**config.mk**
```make
export PLATFORM = sky130hd
export DESIGN_NAME = vector_lsu
export DESIGN_NICKNAME = d
export VERILOG_FILES = /design/src/rtl/vector_lsu.sv
export SDC_FILE = /design/constraint.sdc
export NUM_CORES = 2
export LEC_CHECK = 0
export ABC_CLOCK_PERIOD_IN_PS = 7470
export CAP_MARGIN = 30
export CORE_AREA = 2 2 473 475
export DETAILED_ROUTE_END_ITERATION = 7
export DIE_AREA = 0 0 475 477
export GPL_ROUTABILITY_DRIVEN = 0
export MAX_ROUTING_LAYER = met4
export SLEW_MARGIN = 20
export SYNTH_ARGS = -nofsm -noshare
export SYNTH_HDL_FRONTEND = slang
export SYNTH_SLANG_ARGS = --single-unit
```
**constraint.sdc**
```tcl
create_clock -name clk -period 7.47 [get_ports clk]
set_input_delay 1.494 -clock clk [delete_from_list [all_inputs] [get_ports clk]]
set_output_delay 1.494 -clock clk [all_outputs]
set_load 0.1 [all_outputs]
```
**src/rtl/vector_lsu.sv**
```systemverilog
// Vector load/store unit: moves up to LANES strided 64-bit elements between the
// vector register bus and the data-memory port, one element per cycle.
module vector_lsu #(
    parameter int  ADDR_W  = 15,
    parameter int  DATA_W  = 64,
    parameter int  LANES   = 8,
    parameter int  MEM_MAX = 24576,
    localparam int VLEN_W  = $clog2(LANES + 1),
    localparam int LANE_W  = (LANES > 1) ? $clog2(LANES) : 1
) (
    input  logic                    clk,
    input  logic                    rst_n,
    input  logic                    start,
    input  logic                    op_store,
    input  logic [ADDR_W-1:0]       base_addr,
    input  logic [ADDR_W-1:0]       stride,
    input  logic [VLEN_W-1:0]       vlen,
    input  logic [LANES*DATA_W-1:0] store_data,
    output logic [LANES*DATA_W-1:0] load_data,
    output logic                    busy,
    output logic                    done,
    output logic                    err,
    output logic [ADDR_W-1:0]       mem_dir,
    output logic                    mem_write_flag,
    output logic [DATA_W-1:0]       mem_data_in,
    input  logic [DATA_W-1:0]       mem_data_out
);

    typedef enum logic [1:0] {IDLE, LOAD, DRAIN, STORE} state_t;

    state_t                  state, state_next;
    logic [VLEN_W-1:0]       elem_cnt, issue_idx;
    logic [ADDR_W-1:0]       addr_acc, stride_reg;
    logic [LANES*DATA_W-1:0] store_shift;
    logic                    drain_cnt;
    logic                    p1_valid, p1_oor, p2_valid, p2_oor;
    logic [LANE_W-1:0]       p1_lane, p2_lane;
    logic                    accept, issue, finish, addr_oor;

    assign addr_oor = (addr_acc > ADDR_W'(MEM_MAX));
    assign busy     = (state != IDLE);

    always_ff @(posedge clk or negedge rst_n) begin
        if (!rst_n) state <= IDLE;
        else        state <= state_next;
    end

    // LOAD hands over to DRAIN once the last address is out; DRAIN waits for
    // the two-edge read pipeline to deliver the final lane.
    always_comb begin
        state_next = state;
        accept     = 1'b0;
        issue      = 1'b0;
        finish     = 1'b0;
        case (state)
            IDLE: begin
                if (start) begin
                    accept     = 1'b1;
                    state_next = op_store ? STORE : LOAD;
                end
            end
            LOAD: begin
                if (issue_idx == elem_cnt) begin
                    finish     = 1'b1;
                    state_next = IDLE;
                end else begin
                    issue = 1'b1;
                    if (issue_idx + VLEN_W'(1) == elem_cnt) state_next = DRAIN;
                end
            end
            DRAIN: begin
                if (drain_cnt) begin
                    finish     = 1'b1;
                    state_next = IDLE;
                end
            end
            STORE: begin
                if (issue_idx == elem_cnt) begin
                    finish     = 1'b1;
                    state_next = IDLE;
                end else begin
                    issue = 1'b1;
                end
            end
            default: state_next = IDLE;
        endcase
    end

    always_ff @(posedge clk or negedge rst_n) begin
        if (!rst_n) begin
            elem_cnt       <= '0;
            issue_idx      <= '0;
            addr_acc       <= '0;
            stride_reg     <= '0;
            store_shift    <= '0;
            drain_cnt      <= 1'b0;
            done           <= 1'b0;
            err            <= 1'b0;
            mem_dir        <= '0;
            mem_write_flag <= 1'b0;
            mem_data_in    <= '0;
        end else begin
            done           <= finish;
            mem_write_flag <= 1'b0;
            drain_cnt      <= (state == DRAIN);
            if (accept) begin
                elem_cnt    <= (vlen > VLEN_W'(LANES)) ? VLEN_W'(LANES) : vlen;
                issue_idx   <= '0;
                addr_acc    <= base_addr;
                stride_reg  <= stride;
                store_shift <= store_data;
                err         <= 1'b0;
            end else if (issue) begin
                issue_idx <= issue_idx + VLEN_W'(1);
                addr_acc  <= addr_acc + stride_reg;
                mem_dir   <= addr_acc;
                if (addr_oor) err <= 1'b1;
                // Out-of-range store elements still occupy their cycle, just without a write.
                if (state == STORE) begin
                    mem_write_flag <= !addr_oor;
                    mem_data_in    <= store_shift[DATA_W-1:0];
                    store_shift    <= store_shift >> DATA_W;
                end
            end
        end
    end

    // Lane tag follows each load address through the memory's registered read.
    always_ff @(posedge clk or negedge rst_n) begin
        if (!rst_n) begin
            p1_valid  <= 1'b0;
            p1_oor    <= 1'b0;
            p1_lane   <= '0;
            p2_valid  <= 1'b0;
            p2_oor    <= 1'b0;
            p2_lane   <= '0;
            load_data <= '0;
        end else begin
            p1_valid <= issue && (state == LOAD);
            p1_oor   <= addr_oor;
            p1_lane  <= issue_idx[LANE_W-1:0];
            p2_valid <= p1_valid;
            p2_oor   <= p1_oor;
            p2_lane  <= p1_lane;
            if (accept && !op_store)
                load_data <= '0;
            else if (p2_valid)
                load_data[int'(p2_lane)*DATA_W +: DATA_W] <= p2_oor ? '0 : mem_data_out;
        end
    end

endmodule

```
==> impl_metrics.env <==
export IMPL_place_hpwl_mm=150
export IMPL_io_pin_count=1209
export IMPL_clock_path_buffers=3
export IMPL_grt_overflow_total=0
export IMPL_path_delay_family="buffers and inverters"
export IMPL_finalClockSkew_ns=0.0318
export IMPL_end_kind="output port"
export IMPL_synth_cells=5077
export IMPL_final_seq_area_mm2=0.0290
export IMPL_clk_insertion_delay_late_ns=0.78
export IMPL_multi_input_area_mm2=0.0170
export IMPL_route_vias_total=43290
export IMPL_drt_wl_total_mm=208
export IMPL_regToRegStartpoint="issue_idx[0]$_DFFE_PN0P_"
export IMPL_cts_made_buffers=135
export IMPL_crit_slowest_cell="clkdlybuf4s50_1"
export IMPL_ys_seq_area_frac=0.601
export IMPL_final_fill_count=22539
export IMPL_worstPathMaxFanout=2
export IMPL_syn_area_per_cell_um2=9.50
export IMPL_finalCritPeriodShare=0.525
export IMPL_yosysWarnings=0
export IMPL_synthArstFlopShare=1.00
export IMPL_portBuffers=1208
export IMPL_slew_headroom=0.120
export IMPL_cp_data_required_time_ns=5.98
export IMPL_cpPeakStageDelay_ns=1.20
export IMPL_reg_top3="load_data (512), store_shift (512), mem_data_in (64)"
export IMPL_antenna_left=0
export IMPL_crit_buf_inv=1
export IMPL_max_cap_violations=0
export IMPL_finalHoldViolations=0
export IMPL_fp_dieArea_mm2=0.227
export IMPL_setup_tns_final_ns=0
export IMPL_r2r_setup_slack_ns=3.75
export IMPL_hold_end="p2_lane[0]$_DFF_PN0_"
export IMPL_ys_types=58
export IMPL_cts_tree="yes"
export IMPL_setup_viol=0
export IMPL_hp_class="register to register"
export IMPL_cp_cell_sequence="clkdlybuf4s50_1"
export IMPL_setup_worst_path_class="register to output port"
export IMPL_grt_pass1_wl_mm=296
export IMPL_maxSlewViolCount=0
export IMPL_period_needed_ns=3.92
export IMPL_drive_above_1_share=0.0767
export IMPL_wl_per_cell_um=22.3
export IMPL_synthFlopType="dfrtp_1"
export IMPL_h_tree_depth=4
export IMPL_start_util=0.218
export IMPL_syn_nets=5710
export IMPL_die_h_um=477
export IMPL_ys_seq_elements=1157
export IMPL_clkTransAtPathRegs_ns=0.06
export IMPL_grt_max_degree=261
export IMPL_synth_area_leaders="dfrtp_1 (60%), nand2_1 (13%), a31oi_1 (5.9%)"
export IMPL_yosysTopAreaCellShare=0.601
export IMPL_core_area_mm2=0.221
export IMPL_grt_antenna_before_repair=87
export IMPL_reg2regPathDepth=8
export IMPL_cts_hold_buf=0
export IMPL_status="finished clean"
export IMPL_viasPerCell=4.63
export IMPL_rsz0062_at_grt="false"
export IMPL_clock_sinks=1157
export IMPL_hp_start="p1_lane[0]$_DFF_PN0_"
export IMPL_num_rows=173
export IMPL_worst_ep_arrival_time_ns=2.43
export IMPL_route_detailed_drc=0
export IMPL_grt_total_usage=0.181
export IMPL_fin_util=0.323
export IMPL_drtPass1Iterations=6
export IMPL_yosysTopAreaCell="dfrtp_1"
export IMPL_synth_edf_count=0
export IMPL_startpoint_type="register"
export IMPL_nets=6830
export IMPL_worstMarginPinSlew_ns=1.32
export IMPL_clock_fmax_ghz=0.255
export IMPL_reg2reg_to="store_shift[56]$_DFFE_PN0P_"
export IMPL_cts_resized=0
export IMPL_drt_iter0_drc=4198
export IMPL_postCtsSetupBuffers=0
export IMPL_grt_pass1_vias=41836
export IMPL_cts_root_buf="clkbuf_16"
export IMPL_hold_path_depth=0
export IMPL_syn_cell_area_mm2=0.0482
export IMPL_die_w_um=475
export IMPL_syn2layout_area_growth_pct=48.3
-- how the worst max path moves through the flow --
| stage | slack, ns | start | cells after the start | end |
|---|---|---|---|---|
| after detailed placement | 3.26 | start | 6 | store_shift[30]$_DFFE_PN0P_ |
| after CTS | 3.34 | p2_lane[0]$_DFF_PN0_ | 9 | load_data[147]$_DFFE_PN0P_ |
| after floorplan | 4.73 | state[1]$_DFFE_PN0P_ | 2 | busy |
| after global placement | 3.34 | start | 6 | store_shift[33]$_DFFE_PN0P_ |
| final | 3.55 | load_data[438]$_DFFE_PN0P_ | 1 | load_data[438] |
| after global routing | 3.49 | load_data[438]$_DFFE_PN0P_ | 1 | load_data[438] |
-- cell usage after synthesis, types with 3 or more instances --
cell	count
o21ai_0	88
nor2_1	476
nand3b_1	5
buf_4	65
nand3_1	74
clkbuf_1	307
a22oi_1	3
nand2_1	1655
xnor2_1	5
buf_6	41
a31oi_1	455
inv_1	10
nand4_1	4
nor2b_1	70
buf_1	6
o21a_1	3
xor2_1	11
nor3_1	5
and3_1	6
buf_2	29
a22o_1	320
dfrtp_1	1157
ha_1	18
buf_8	4
a21o_1	4
a21oi_1	215
-- through the flow --
stage	instance area, um^2	instances	hold slack, ns	setup slack, ns
finish	71500	9343	0.352	3.55
global placement	62500	8876	0.334	3.34
CTS	71100	9263	0.356	3.34
detailed placement	66400	9025	0.342	3.26
global route	71500	9336	0.370	3.49
floorplan	48200	5077	0.331	4.73
-- worst register-to-register path: cells and delay by family (launching register included) --
family	cells	cell delay (ns)
buffers and inverters	2	0.83
DFF	1	0.47
and+or+nand+nor	4	1.78
xor gates and xnor gates	1	0.23
AOI/OAI and AO/OA	1	0.32
-- area by class of cell --
class	instances	area share
tap	2975	0.0521
clock inverter	41	0.00963
antenna	70	0.00245
timing repair buffer	1435	0.236
sequential	1157	0.405
inverter	11	0.000578
multi-input combinational	3457	0.238
clock buffer	197	0.0552
-- layer usage --
layer | GRT usage | part of all wire | wire [um]
met1 | 0.244 | 0.44 | 90600
met2 | 0.257 | 0.44 | 91000
met3 | 0.0445 | 0.085 | 17700
met4 | 0.0785 | 0.042 | 8660
met5 | - | 0 | 0
-- kinds of logic (layout without fill, tap and decap cells) --
family	count (synthesis)	in the layout	synth area share
AOI/OAI and AO/OA	1108	1108	0.154
and+or+nand+nor	2314	2314	0.189
other	0	70	0
adders and majority gates	19	19	0.00509
xor gates and xnor gates	16	16	0.00291
buffers and inverters	463	1684	0.0492
DFF	1157	1157	0.601
-- placed cells by master (no fill, tap or decap), types with 6 or more instances in the layout --
| cell | synthesis | final |
|---|---|---|
| nand2_1 | 1655 | 1655 |
| clkdlybuf4s50_1 | 0 | 1194 |
| dfrtp_1 | 1157 | 1156 |
| nor2_1 | 476 | 471 |
| a31oi_1 | 455 | 453 |
| a22o_1 | 320 | 320 |
| a21oi_1 | 215 | 212 |
| buf_16 | 0 | 148 |
| clkbuf_16 | 0 | 136 |
| o21ai_0 | 88 | 88 |
| buf_4 | 65 | 75 |
| nand3_1 | 74 | 73 |
| diode_2 | 0 | 70 |
| nor2b_1 | 70 | 64 |
| clkbuf_8 | 0 | 31 |
| clkbuf_1 | 307 | 30 |
| ha_1 | 18 | 17 |
| buf_12 | 0 | 14 |
| xor2_1 | 11 | 11 |
| inv_1 | 10 | 10 |
| bufinv_16 | 0 | 8 |
| clkinv_2 | 0 | 8 |
| clkinv_16 | 0 | 7 |
| clkinvlp_4 | 0 | 7 |
| nor2_4 | 0 | 6 |
| nor2b_2 | 0 | 6 |
Power is not shown: default switching activity piles up to over one toggle a cycle in this logic, so the estimate is an artifact.
